$ cat config.mk
export PLATFORM = sky130hd
export DESIGN_NAME = text_cursor_ctrl
export DESIGN_NICKNAME = d
export VERILOG_FILES = /design/src/rtl/text_cursor_ctrl.sv
export SDC_FILE = /design/constraint.sdc
export NUM_CORES = 1
export LEC_CHECK = 0
export BUFFER_PORTS_ARGS = -buffer_cell sky130_fd_sc_hd__buf_2
export CAP_MARGIN = 5
export CORE_MARGIN = 8
export CORE_UTILIZATION = 50
export DETAILED_ROUTE_END_ITERATION = 16
export PLACE_DENSITY = 0.79
export RECOVER_POWER = 25
export SYNTH_ARGS = -nofsm -noshare
export SYNTH_HDL_FRONTEND = slang
export SYNTH_SLANG_ARGS = --single-unit
export TNS_END_PERCENT = 30
$ cat constraint.sdc
create_clock -name clk -period 6.4 [get_ports clk]
set_clock_uncertainty 0.2 [all_clocks]
set_input_delay 1.28 -clock clk [delete_from_list [all_inputs] [get_ports clk]]
set_output_delay 1.28 -clock clk [all_outputs]
set_load 0.005 [all_outputs]
$ cat src/rtl/text_cursor_ctrl.sv
// Command-driven writer for the text overlay character RAM: cursor tracking plus PUTC/SETPOS/NEWLINE/CLEAR.
// Optional TEXT_CTRL_CLEAR_EN compiles in the full-screen clear sequence; otherwise CLEAR only homes the cursor.
module text_cursor_ctrl #(
  parameter int COLS   = 100,
  parameter int ROWS   = 75,
  parameter int ADDR_W = 13
) (
  input  logic              clk,
  input  logic              rst_n,
  input  logic              cmd_valid,
  output logic              cmd_ready,
  input  logic [1:0]        cmd_op,
  input  logic [13:0]       cmd_data,
  output logic              wr_en,
  output logic [ADDR_W-1:0] wr_addr,
  output logic [7:0]        wr_data,
  output logic              busy,
  output logic [6:0]        cursor_col,
  output logic [6:0]        cursor_row
);

  typedef enum logic [1:0] {
    OP_PUTC    = 2'b00,
    OP_SETPOS  = 2'b01,
    OP_NEWLINE = 2'b10,
    OP_CLEAR   = 2'b11
  } op_e;

  typedef enum logic {
    IDLE,
    CLEAR
  } state_e;

  localparam logic [6:0] LAST_COL = 7'(COLS - 1);
  localparam logic [6:0] LAST_ROW = 7'(ROWS - 1);

  state_e            state_q, state_d;
  logic              ready_q, ready_d;
  logic              busy_q, busy_d;
  logic              wr_en_q, wr_en_d;
  logic [ADDR_W-1:0] wr_addr_q, wr_addr_d;
  logic [7:0]        wr_data_q, wr_data_d;
  logic [6:0]        col_q, col_d;
  logic [6:0]        row_q, row_d;
  logic [ADDR_W-1:0] cur_addr;
  logic              accept;

`ifdef TEXT_CTRL_CLEAR_EN
  // One extra bit so the terminal count COLS*ROWS is representable even for a full 2^ADDR_W map.
  localparam int              FILL_W = ADDR_W + 1;
  localparam logic [FILL_W-1:0] CELLS = FILL_W'(COLS * ROWS);
  logic [FILL_W-1:0] fill_q, fill_d;
`endif

  function automatic logic [6:0] row_inc(input logic [6:0] r);
    return (r == LAST_ROW) ? 7'd0 : r + 7'd1;
  endfunction

  function automatic logic [6:0] clamp7(input logic [6:0] v, input logic [6:0] lim);
    return (v > lim) ? lim : v;
  endfunction

  assign accept   = cmd_valid && ready_q;
  assign cur_addr = ADDR_W'(row_q) * ADDR_W'(COLS) + ADDR_W'(col_q);

  always_comb begin
    state_d   = state_q;
    col_d     = col_q;
    row_d     = row_q;
    wr_en_d   = 1'b0;
    wr_addr_d = wr_addr_q;
    wr_data_d = wr_data_q;
`ifdef TEXT_CTRL_CLEAR_EN
    fill_d    = fill_q;
`endif

    case (state_q)
      IDLE: begin
        if (accept) begin
          case (op_e'(cmd_op))
            OP_PUTC: begin
              wr_en_d   = 1'b1;
              wr_addr_d = cur_addr;
              wr_data_d = cmd_data[7:0];
              if (col_q == LAST_COL) begin
                col_d = 7'd0;
                row_d = row_inc(row_q);
              end else begin
                col_d = col_q + 7'd1;
              end
            end
            OP_SETPOS: begin
              col_d = clamp7(cmd_data[6:0], LAST_COL);
              row_d = clamp7(cmd_data[13:7], LAST_ROW);
            end
            OP_NEWLINE: begin
              col_d = 7'd0;
              row_d = row_inc(row_q);
            end
            OP_CLEAR: begin
`ifdef TEXT_CTRL_CLEAR_EN
              state_d = CLEAR;
              fill_d  = '0;
`else
              col_d = 7'd0;
              row_d = 7'd0;
`endif
            end
          endcase
        end
      end

      CLEAR: begin
`ifdef TEXT_CTRL_CLEAR_EN
        // The terminal count is reached one cycle after the last write, so wr_en drops with busy.
        if (fill_q == CELLS) begin
          state_d = IDLE;
          col_d   = 7'd0;
          row_d   = 7'd0;
        end else begin
          wr_en_d   = 1'b1;
          wr_addr_d = fill_q[ADDR_W-1:0];
          wr_data_d = 8'h20;
          fill_d    = fill_q + 1'b1;
        end
`else
        state_d = IDLE;
`endif
      end
    endcase

    ready_d = (state_d == IDLE);
    busy_d  = (state_d == CLEAR);
  end

  always_ff @(posedge clk or negedge rst_n) begin
    if (!rst_n) begin
      state_q   <= IDLE;
      ready_q   <= 1'b0;
      busy_q    <= 1'b0;
      wr_en_q   <= 1'b0;
      wr_addr_q <= '0;
      wr_data_q <= '0;
      col_q     <= '0;
      row_q     <= '0;
    end else begin
      state_q   <= state_d;
      ready_q   <= ready_d;
      busy_q    <= busy_d;
      wr_en_q   <= wr_en_d;
      wr_addr_q <= wr_addr_d;
      wr_data_q <= wr_data_d;
      col_q     <= col_d;
      row_q     <= row_d;
    end
  end

`ifdef TEXT_CTRL_CLEAR_EN
  always_ff @(posedge clk or negedge rst_n) begin
    if (!rst_n) begin
      fill_q <= '0;
    end else begin
      fill_q <= fill_d;
    end
  end
`endif

  assign cmd_ready  = ready_q;
  assign busy       = busy_q;
  assign wr_en      = wr_en_q;
  assign wr_addr    = wr_addr_q;
  assign wr_data    = wr_data_q;
  assign cursor_col = col_q;
  assign cursor_row = row_q;

endmodule
==> results of run 1 <==
flip-flops by register name, summed over array words and instances, names as in the netlist:
name / count
wr_en: 1
cursor_row: 7
wr_data: 8
cmd_ready: 1
wr_addr: 13
cursor_col: 7
routing by layer:
layer | track usage, % | up-vias
met5 | 0 | -
met4 | 4.15 | 0
met3 | 2.53 | 6
met2 | 26.9 | 61
met1 | 21.0 | 1065
li1 | - | 1133
where the power goes:
part / leakage (uW) / internal [uW] / switching [uW]
Combinational: 0.00102 / 225 / 265
Sequential: 0.000475 / 291 / 51.6
Clock: 0.0000574 / 127 / 84.3
Total: 0.00156 / 642 / 401
layout by cell type (no fill, tap or decap), drive strengths merged, types with 2 or more instances in the layout:
master and instances:
nor3 5, conb 2, and3 3, nor2b 6, inv 19, nor2 21, fa 3, clkbuf 7
ha 32, buf 54, a211oi 2, o21ai 35, nand2 51, nor4 2, dfrtp 37, nor3b 2
xnor2 6, mux2 2, nand2b 2, xor2 6, o31a 3, o2111ai 2, nand3 6, a21oi 20
stage by stage:
| step | cell area (um2) | std cells | power, uW | util (%) |
|---|---|---|---|---|
| 3_5_place_dp | 2910 | 412 | 836 | 57.3 |
| 3_3_place_gp | 2910 | 412 | 816 | 57.3 |
| 6_report | 3030 | 420 | 1040 | 59.6 |
| 2_1_floorplan | 2600 | 298 | 683 | - |
| 5_1_grt | 3030 | 420 | 1140 | 59.6 |
| 4_1_cts | 3030 | 420 | 1060 | 59.6 |
layout make-up:
class,instances,share of cell area [%]
Tap cell,70,2.89
Clock inverter,2,1.24
Sequential cell,37,30.6
Timing Repair Buffer,55,9.06
Inverter,19,2.36
Clock buffer,6,2.73
Multi-Input combinational cell,231,51.1
worst paths after layout:
kind / endpoint / from / cells past startpoint
worst max register to register: wr_addr[12] / cursor_row[0] / 11
worst max-delay path: wr_addr[12] / cursor_row[0] / 11
worst min register to register: wr_addr[9] / wr_addr[9] / 2
worst min-delay path: wr_addr[9] / wr_addr[9] / 2
max in group asynchronous: wr_addr[11] / rst_n / 1
min in group asynchronous: wr_data[2] / rst_n / 1
cells in the mapped netlist, types with 2 or more instances:
cell	count
nand2_1	51
dfrtp_1	37
ha_1	32
o21ai_0	28
nor2_1	21
a21oi_1	19
inv_1	19
clkbuf_1	7
o21ai_1	7
nor2b_1	6
xnor2_1	6
xor2_1	6
nand3_1	5
nor3_1	4
and3_1	3
buf_4	3
fa_1	3
conb_1	2
mux2_2	2
nand2b_1	2
nor3b_1	2
nor4_1	2
o2111ai_2	2
o31a_1	2
cells by family (layout without fill, tap and decap cells):
| group | Yosys count | after routing |
|---|---|---|
| AND/OR/NAND/NOR | 105 | 105 |
| AO/OA/AOI/OAI | 75 | 75 |
| flip-flops | 37 | 37 |
| adder cells (fa/ha/maj) | 35 | 35 |
| buffers and inverters | 30 | 82 |
| XOR/XNOR | 12 | 12 |
| other | 2 | 2 |
| multiplexers | 2 | 2 |
critical path: stages, from the launching register on:
cell and delay (ns):
dfrtp_1 0.51, ha_1 0.34, ha_1 0.33, ha_1 0.32, inv_1 0.07, fa_1 0.45, xnor2_1 0.27, nand2b_1 0.14
nor3_2 0.26, o2111ai_2 0.16, xnor2_1 0.15, o21ai_1 0.07
==> results.sh, run 1 <==
export IMPL_dr_total_vias=2265
export IMPL_setup_viol=0
export IMPL_synth_edff_count=0
export IMPL_nNetsFinal=403
export IMPL_met2_length_um=2860
export IMPL_grt_usage_pct=16.1
export IMPL_ys_ff_latch=37
export IMPL_finalHoldViolations=0
export IMPL_cp_required_ns=6.33
export IMPL_highest_layer="met4"
export IMPL_violations="capacitance limit, slew limit"
export IMPL_synth_flop_cell="dfrtp_1"
export IMPL_whs_ns=0.276
export IMPL_post_place_ws_ns=2.88
export IMPL_synth_adder_area_share_pct=17.7
export IMPL_yosys_area_top_type="dfrtp_1"
export IMPL_fp_row_count=26
export IMPL_die_w_um=88.1
export IMPL_synthDistinctLibCells=51
export IMPL_synth_simple_area_share_pct=18.8
export IMPL_power_density_mw_per_mm2=345
export IMPL_yosys_top_cells_area="dfrtp_1 (36%), ha_1 (15%), nand2_1 (7.4%), o21ai_0 (5.4%), a21oi_1 (3.7%)"
export IMPL_worst_slack_ns=2.97
export IMPL_clk_latency_ns=0.29
export IMPL_drtIter0Drc=155
export IMPL_core_area_mm2=0.00507
export IMPL_synth_compound_area_share_pct=17.8
export IMPL_cts_path_max_buffers=2
export IMPL_netlist_area_mm2=0.00260
export IMPL_port_buffers=55
export IMPL_ys_seq_area_share_pct=35.6
export IMPL_drive_above_1_share_pct=20.9
export IMPL_numCtsBuffers=5
export IMPL_maxSlewViolCount=38
export IMPL_hold_buffers=0
export IMPL_period_share_pct=53.6
export IMPL_path_class="flip-flop to flip-flop"
export IMPL_grt_max_degree=38
export IMPL_wire_per_inst_um=14.3
export IMPL_end_kind="flip-flop"
export IMPL_cts_setup_buffers=0
export IMPL_place_gp_congestion=0.867
export IMPL_status="finished, violations left"
export IMPL_worstPathMaxFanout=9
export IMPL_async_flop_share_pct=100
export IMPL_synth_area_per_cell_um2=8.72
export IMPL_die_y_um=88.1
export IMPL_synthCells=298
export IMPL_yosysWarnings=0
export IMPL_multiInputGateArea_mm2=0.00155
export IMPL_fin_crit_ns=3.43
export IMPL_max_slew_worst_pin_slew_ns=1.93
export IMPL_wl_met1_um=2760
export IMPL_p_leak_uw=0.00156
export IMPL_vias_per_cell=5.39
export IMPL_cts_clk_slew_worst_paths_ns=0.07
export IMPL_cp_arrival_ns=3.36
export IMPL_nFillCells=483
export IMPL_fin_setup_tns_ns=0
export IMPL_met3WireLength_um=328
export IMPL_synth_xor_area_share_pct=4.05
export IMPL_antenna_found_initial=0
export IMPL_max_cap_violations=1
export IMPL_synthToLayoutAreaGrowth_pct=16.5
export IMPL_synthMuxAreaShare_pct=0.867
export IMPL_drc=0
export IMPL_rsz0062_at_grt="no"
export IMPL_start_util_pct=51.2
export IMPL_critPathLaunchType="flip-flop"
export IMPL_reg2reg_setup_slack_ns=2.97
export IMPL_ant_nets=0
export IMPL_synth_top_family_by_area="simple AND/OR/NAND/NOR gates"
export IMPL_clock_fmax_mhz=291
export IMPL_max_slew_margin_pct=-28.5
export IMPL_grt_overflow=0
export IMPL_synth_fp_nets=352
export IMPL_grt_pass1_vias=2200
export IMPL_cts_resized=0
export IMPL_hp_class="flip-flop to flip-flop"
export IMPL_cts_tree="done"
export IMPL_drt_first_pass_iters=5
export IMPL_dieArea_mm2=0.00776
export IMPL_htreeDepth=2
export IMPL_pin_count=57
export IMPL_regArea_um2=926
export IMPL_ir_drop_uv=125
export IMPL_cts_root_buf="clkbuf_8"
export IMPL_grt_pass1_wl_um=10100
export IMPL_clock_sinks=37
export IMPL_drt_wl_total_um=6020
export IMPL_antenna_cells=0
export IMPL_dp_hpwl_um=4760
export IMPL_synth_top_cell_area_share_pct=35.6
Power figures use the tool's default switching activity.
==> run 2, diff against run 1 <==
--- a/config.mk
+++ b/config.mk
@@ -8,9 +8,9 @@
 export BUFFER_PORTS_ARGS = -buffer_cell sky130_fd_sc_hd__buf_2
 export CAP_MARGIN = 5
 export CORE_MARGIN = 8
-export CORE_UTILIZATION = 50
+export CORE_UTILIZATION = 49
 export DETAILED_ROUTE_END_ITERATION = 16
-export PLACE_DENSITY = 0.79
+export PLACE_DENSITY = 0.81
 export RECOVER_POWER = 25
 export SYNTH_ARGS = -nofsm -noshare
 export SYNTH_HDL_FRONTEND = slang
==> constraint.sdc (replaced) <==
create_clock -name clk -period 2.8 [get_ports clk]
set_clock_uncertainty 0.2 [all_clocks]
set_input_delay 0.56 -clock clk [delete_from_list [all_inputs] [get_ports clk]]
set_output_delay 0.56 -clock clk [all_outputs]
set_load 0.005 [all_outputs]
==> run 2 against run 1 <==
  * The run ends with capacitance limit, slew limit, setup timing left
  * Global-route usage up 1.8 points
  * Largest cell class unchanged
  * Design area increased by 13%
  * Sequential share of layout area is 3.5 points lower
==> results.sh, run 2 (synthesis results as in run 1) <==
export IMPL_status="finished, violations left"
export IMPL_violations="capacitance limit, slew limit, setup timing"
export IMPL_rsz0062_at_grt="yes"
export IMPL_nNetsFinal=437
export IMPL_dp_hpwl_um=5110
export IMPL_postLayoutCellArea_mm2=0.00342
export IMPL_final_util_pct=67.0
export IMPL_hp_class="flip-flop to flip-flop"
export IMPL_setup_viol=4
export IMPL_p_leak_uw=0.00172
export IMPL_clk_latency_ns=0.30
export IMPL_whs_path_depth=2
export IMPL_grt_max_degree=38
export IMPL_r2r_end="wr_addr[11]"
export IMPL_drtIter0Drc=251
export IMPL_largest_reg_flops=13
export IMPL_grt_overflow=0
export IMPL_clock_sinks=37
export IMPL_hold_buffers=0
export IMPL_drive_above_1_share_pct=32.9
export IMPL_cts_tree="done"
export IMPL_drt_first_pass_iters=4
export IMPL_core_area_mm2=0.00511
export IMPL_drt_wl_total_um=7130
export IMPL_die_w_um=88.8
export IMPL_maxSlewViolCount=38
export IMPL_cp_required_ns=2.82
export IMPL_finalHoldViolations=0
export IMPL_worst_slack_ns=-0.401
export IMPL_holdPathEnd="wr_addr[0]"
export IMPL_critPathLaunchType="flip-flop"
export IMPL_period_share_pct=114
export IMPL_grt_usage_pct=17.9
export IMPL_grt_pass1_vias=2316
export IMPL_final_cell_mix="buf_2 (54), nand2_1 (51), dfrtp_1 (36)"
export IMPL_cp_arrival_ns=3.23
export IMPL_dieArea_mm2=0.00789
export IMPL_final_common_cell="buf_2"
export IMPL_grt_pass1_wl_um=11000
export IMPL_cts_path_max_buffers=2
export IMPL_antenna_found_initial=0
export IMPL_place_inst=442
export IMPL_place_gp_congestion=0.887
export IMPL_ir_drop_uv=370
export IMPL_reg2reg_setup_slack_ns=-0.40
export IMPL_die_y_um=88.8
export IMPL_min_from="wr_addr[0]"
export IMPL_htreeDepth=2
export IMPL_worstPathMaxFanout=4
export IMPL_drc=0
export IMPL_antenna_cells=0
export IMPL_max_slew_worst_pin_slew_ns=1.98
export IMPL_cts_clk_slew_worst_paths_ns=0.07
export IMPL_numCtsBuffers=5
export IMPL_worstSetupStartpoint="cursor_row[2]"
export IMPL_clock_fmax_mhz=312
export IMPL_max_cap_violations=1
export IMPL_power_uw=2940
export IMPL_ant_nets=0
export IMPL_port_buffers=55
export IMPL_power_density_mw_per_mm2=858
export IMPL_reg2regPathDepth=11
export IMPL_fin_crit_ns=3.20
export IMPL_fp_row_count=26
export IMPL_end_kind="flip-flop"
export IMPL_dr_total_vias=2448
export IMPL_fin_cells=453
export IMPL_synthToLayoutAreaGrowth_pct=31.7
export IMPL_reg2reg_from="cursor_row[2]"
export IMPL_pin_count=57
export IMPL_place_area_mm2=0.00314
export IMPL_cts_root_buf="clkbuf_8"
export IMPL_path_class="flip-flop to flip-flop"
export IMPL_start_util_pct=50.9
export IMPL_vias_per_cell=5.40
export IMPL_max_slew_margin_pct=-31.7
export IMPL_wire_per_inst_um=15.7
==> run 2: critical path, stage by stage, from the launching register on <==
cell	delay (ns)
dfrtp_1	0.40
buf_6	0.13
ha_4	0.22
ha_4	0.17
fa_2	0.60
ha_4	0.23
nor2b_4	0.14
o31a_2	0.35
a21oi_4	0.17
nand4b_1	0.18
xor2_2	0.21
o21ai_1	0.13
==> run 2: worst max-delay path by stage <==
stage                             end
after global placement    wr_addr[12]
after floorplan           wr_addr[12]
after detailed placement  wr_addr[12]
after CTS                 wr_addr[12]
after global routing      wr_addr[11]
final                     wr_addr[11]
==> run 2: where the power goes <==
| part | leakage, uW | total [uW] | internal, uW | switching, uW |
|---|---|---|---|---|
| clock | 0.0000433 | 388 | 194 | 194 |
| sequential | 0.000474 | 760 | 666 | 94.5 |
| combinational | 0.00121 | 1790 | 926 | 861 |
==> run 2: layout make-up <==
| type | instances | area, um2 |
|---|---|---|
| multi-input cells | 231 | 1710 |
| fillers | 429 | 1690 |
| flip-flops and latches | 37 | 927 |
| repair buffers | 89 | 533 |
| well taps | 70 | 87.6 |
| clock buffers | 6 | 82.6 |
| inverters | 19 | 71.3 |
| clock inverters | 1 | 7.51 |
==> run 2: through the flow <==
| stage | TNS, ns | worst slack, ns | hold WS, ns |
|---|---|---|---|
| 3_5_place_dp | -1.32 | -0.429 | 0.257 |
| 2_1_floorplan | -0.822 | -0.372 | 0.0644 |
| 6_report | -1.26 | -0.401 | 0.274 |
| 3_3_place_gp | -0.999 | -0.331 | 0.253 |
| 4_1_cts | -1.19 | -0.401 | 0.183 |
| 5_1_grt | -1.92 | -0.504 | 0.288 |
==> run 2: per-layer routing <==
| layer | global-route usage [%] | routed length (um) | vias to the layer above |
|---|---|---|---|
| met4 | 8.29 | 176 | 0 |
| li1 | - | - | 1195 |
| met5 | 0 | 0 | - |
| met1 | 22.1 | 2980 | 1158 |
| met3 | 2.88 | 397 | 18 |
| met2 | 29.6 | 3570 | 77 |
==> run 2: repair_timing <==
action,4_1_cts,5_1_grt
setup endpoints to repair,5,6
gates resized for setup,9,16
pin swaps,3,12
buffers inserted,1,3
==> run 3, diff against run 2 <==
--- a/config.mk
+++ b/config.mk
@@ -7,7 +7,6 @@
 export LEC_CHECK = 0
 export BUFFER_PORTS_ARGS = -buffer_cell sky130_fd_sc_hd__buf_2
 export CAP_MARGIN = 5
-export CORE_MARGIN = 8
 export CORE_UTILIZATION = 49
 export DETAILED_ROUTE_END_ITERATION = 16
 export PLACE_DENSITY = 0.81
==> run 3 against run 2 <==
  * The flow still finishes with violations (capacitance limit, slew limit, setup timing)
  * Setup slack worse by 0.056 ns
  * Via count is 2.1% lower
  * Combinational power is 9% lower
  * Design area is 2.2% lower
  * First-iteration DRC count is 30% lower
  * Register-to-register slack worse by 0.06 ns
  * Clock power is 5% higher
  * Utilization is 1.5 points lower
  * Fmax is 1.7% lower
  * Sequential power hardly changed
  * Sequential share of layout area is 0.58 points higher
  * Non-clock buffer count is 5 lower
  * Critical endpoint is now wr_addr[12]
==> results.sh, run 3 (synthesis results as in run 1) <==
export IMPL_clock_sinks=37
export IMPL_clk_latency_ns=0.30
export IMPL_die_w_um=74.8
export IMPL_synthToLayoutAreaGrowth_pct=28.8
export IMPL_cts_root_buf="clkbuf_8"
export IMPL_cpMaxStageDelayCell="or4b_4"
export IMPL_period_share_pct=116
export IMPL_nFillCells=431
export IMPL_final_util_pct=65.5
export IMPL_regArea_um2=926
export IMPL_post_place_ws_ns=-0.439
export IMPL_cp_required_ns=2.78
export IMPL_max_slew_margin_pct=-29.2
export IMPL_drt_wl_total_um=6440
export IMPL_fp_row_count=26
export IMPL_ir_drop_uv=382
export IMPL_largest_reg_flops=13
export IMPL_multiInputGateArea_mm2=0.00167
export IMPL_path_cells="inv_2 -> ha_4 -> inv_2 -> ha_4 -> fa_1 -> ha_4 -> o21ai_4 -> or4b_4 -> o2111ai_4 -> o2111ai_2 -> xnor2_1 -> o21ai_1"
export IMPL_cts_path_max_buffers=2
export IMPL_crit_path_max_incr_delay_ns=0.55
export IMPL_maxSlewViolCount=38
export IMPL_end_kind="flip-flop"
export IMPL_dp_hpwl_um=4670
export IMPL_worst_path_buf_inv=2
export IMPL_die_y_um=74.8
export IMPL_vias_per_cell=5.34
export IMPL_critPathLaunchType="flip-flop"
export IMPL_cts_tree="done"
export IMPL_nNetsFinal=432
export IMPL_path_delay_family="adder cells"
export IMPL_grt_max_degree=38
export IMPL_finalHoldViolations=0
export IMPL_drive_above_1_share_pct=29.8
export IMPL_place_gp_congestion=0.903
export IMPL_port_buffers=55
export IMPL_htreeDepth=2
export IMPL_status="finished, violations left"
export IMPL_path_class="flip-flop to flip-flop"
export IMPL_place_area_mm2=0.00313
export IMPL_rsz0062_at_grt="yes"
export IMPL_violations="capacitance limit, slew limit, setup timing"
export IMPL_path_common_cell="ha_4"
export IMPL_p_leak_uw=0.00171
export IMPL_final_common_cell="buf_2"
export IMPL_fin_crit_ns=3.26
export IMPL_wire_per_inst_um=14.3
export IMPL_antenna_cells=0
export IMPL_grt_usage_pct=23.0
export IMPL_fin_setup_tns_ns=-1.42
export IMPL_hp_class="primary input to flip-flop"
export IMPL_max_cap_violations=1
export IMPL_final_cell_mix="buf_2 (54), nand2_1 (51), dfrtp_1 (37)"
export IMPL_power_uw=2800
export IMPL_antenna_found_initial=0
export IMPL_drtIter0Drc=176
export IMPL_grt_overflow=0
export IMPL_grt_pass1_wl_um=9870
export IMPL_power_density_mw_per_mm2=837
export IMPL_cts_clk_slew_worst_paths_ns=0.08
export IMPL_core_area_mm2=0.00511
export IMPL_setup_viol=4
export IMPL_ant_nets=0
export IMPL_max_slew_worst_pin_slew_ns=1.94
export IMPL_dieArea_mm2=0.00560
export IMPL_grt_pass1_vias=2166
export IMPL_dr_total_vias=2397
export IMPL_drt_first_pass_iters=4
export IMPL_worstPathMaxFanout=3
export IMPL_postLayoutCellArea_mm2=0.00334
export IMPL_worst_slack_ns=-0.458
export IMPL_clock_fmax_mhz=307
export IMPL_pin_count=57
export IMPL_hold_buffers=0
export IMPL_drc=0
export IMPL_start_util_pct=50.9
export IMPL_cp_arrival_ns=3.24
export IMPL_numCtsBuffers=5
-- run 3: cell count changes in the layout (fill, tap and decap cells not counted), sizes merged --
| cell | delta |
|---|---|
| clkinv | +2 |
| buf | -5 |
| clkinvlp | -1 |
-- run 3: layout make-up --
cell class / instances / share of cell area (%)
Sequential cell: 37 / 27.7
Timing Repair Buffer: 84 / 14.8
Clock inverter: 2 / 0.412
Tap cell: 70 / 2.62
Clock buffer: 6 / 2.47
Inverter: 19 / 2.13
Multi-Input combinational cell: 231 / 49.9
-- run 3: per-layer routing --
layer | routed length, um | GRT usage, %
met5 | 0 | 0
met4 | 121 | 9.01
met3 | 307 | 2.68
met2 | 3150 | 37.2
met1 | 2860 | 31.3
-- run 3: report_power, final --
part / leakage [uW] / total [uW] / internal [uW] / switching (uW)
sequential: 0.000475 / 759 / 664 / 94.6
clock: 0.0000512 / 406 / 200 / 206
combinational: 0.00118 / 1630 / 837 / 798
-- run 3: worst min-delay path, stage by stage --
cell,delay (ns)
buf_2,0.09
nand2_1,0.04
nand2_1,0.05
-- run 3: final timing paths --
check | start | to | slack (ns) | cells after the start
setup / recovery | cursor_row[2] | wr_addr[12] | -0.46 | 12
hold / removal | cmd_data[0] | wr_data[0] | 0.27 | 3
setup reg to reg | cursor_row[2] | wr_addr[12] | -0.46 | 12
hold reg to reg | wr_data[5] | wr_data[5] | 0.27 | 2
max in group asynchronous | rst_n | wr_data[3] | 0.70 | 1
min in group asynchronous | rst_n | wr_data[5] | 0.60 | 1
-- run 3: repair_timing --
item                                   CTS  global route
resized for setup                        3            13
cloned                                   0             0
setup buffers                            1             0
pin swaps                                2             9
endpoints found under the hold margin    0             0
setup endpoints to repair                5             5
-- run 3: metrics by stage --
| step | hold WS (ns) | std cells |
|---|---|---|
| detailed placement | 0.257 | 440 |
| global route | 0.289 | 449 |
| CTS | 0.177 | 449 |
| floorplan | 0.0644 | 298 |
| finish | 0.271 | 449 |
| global placement | 0.254 | 440 |
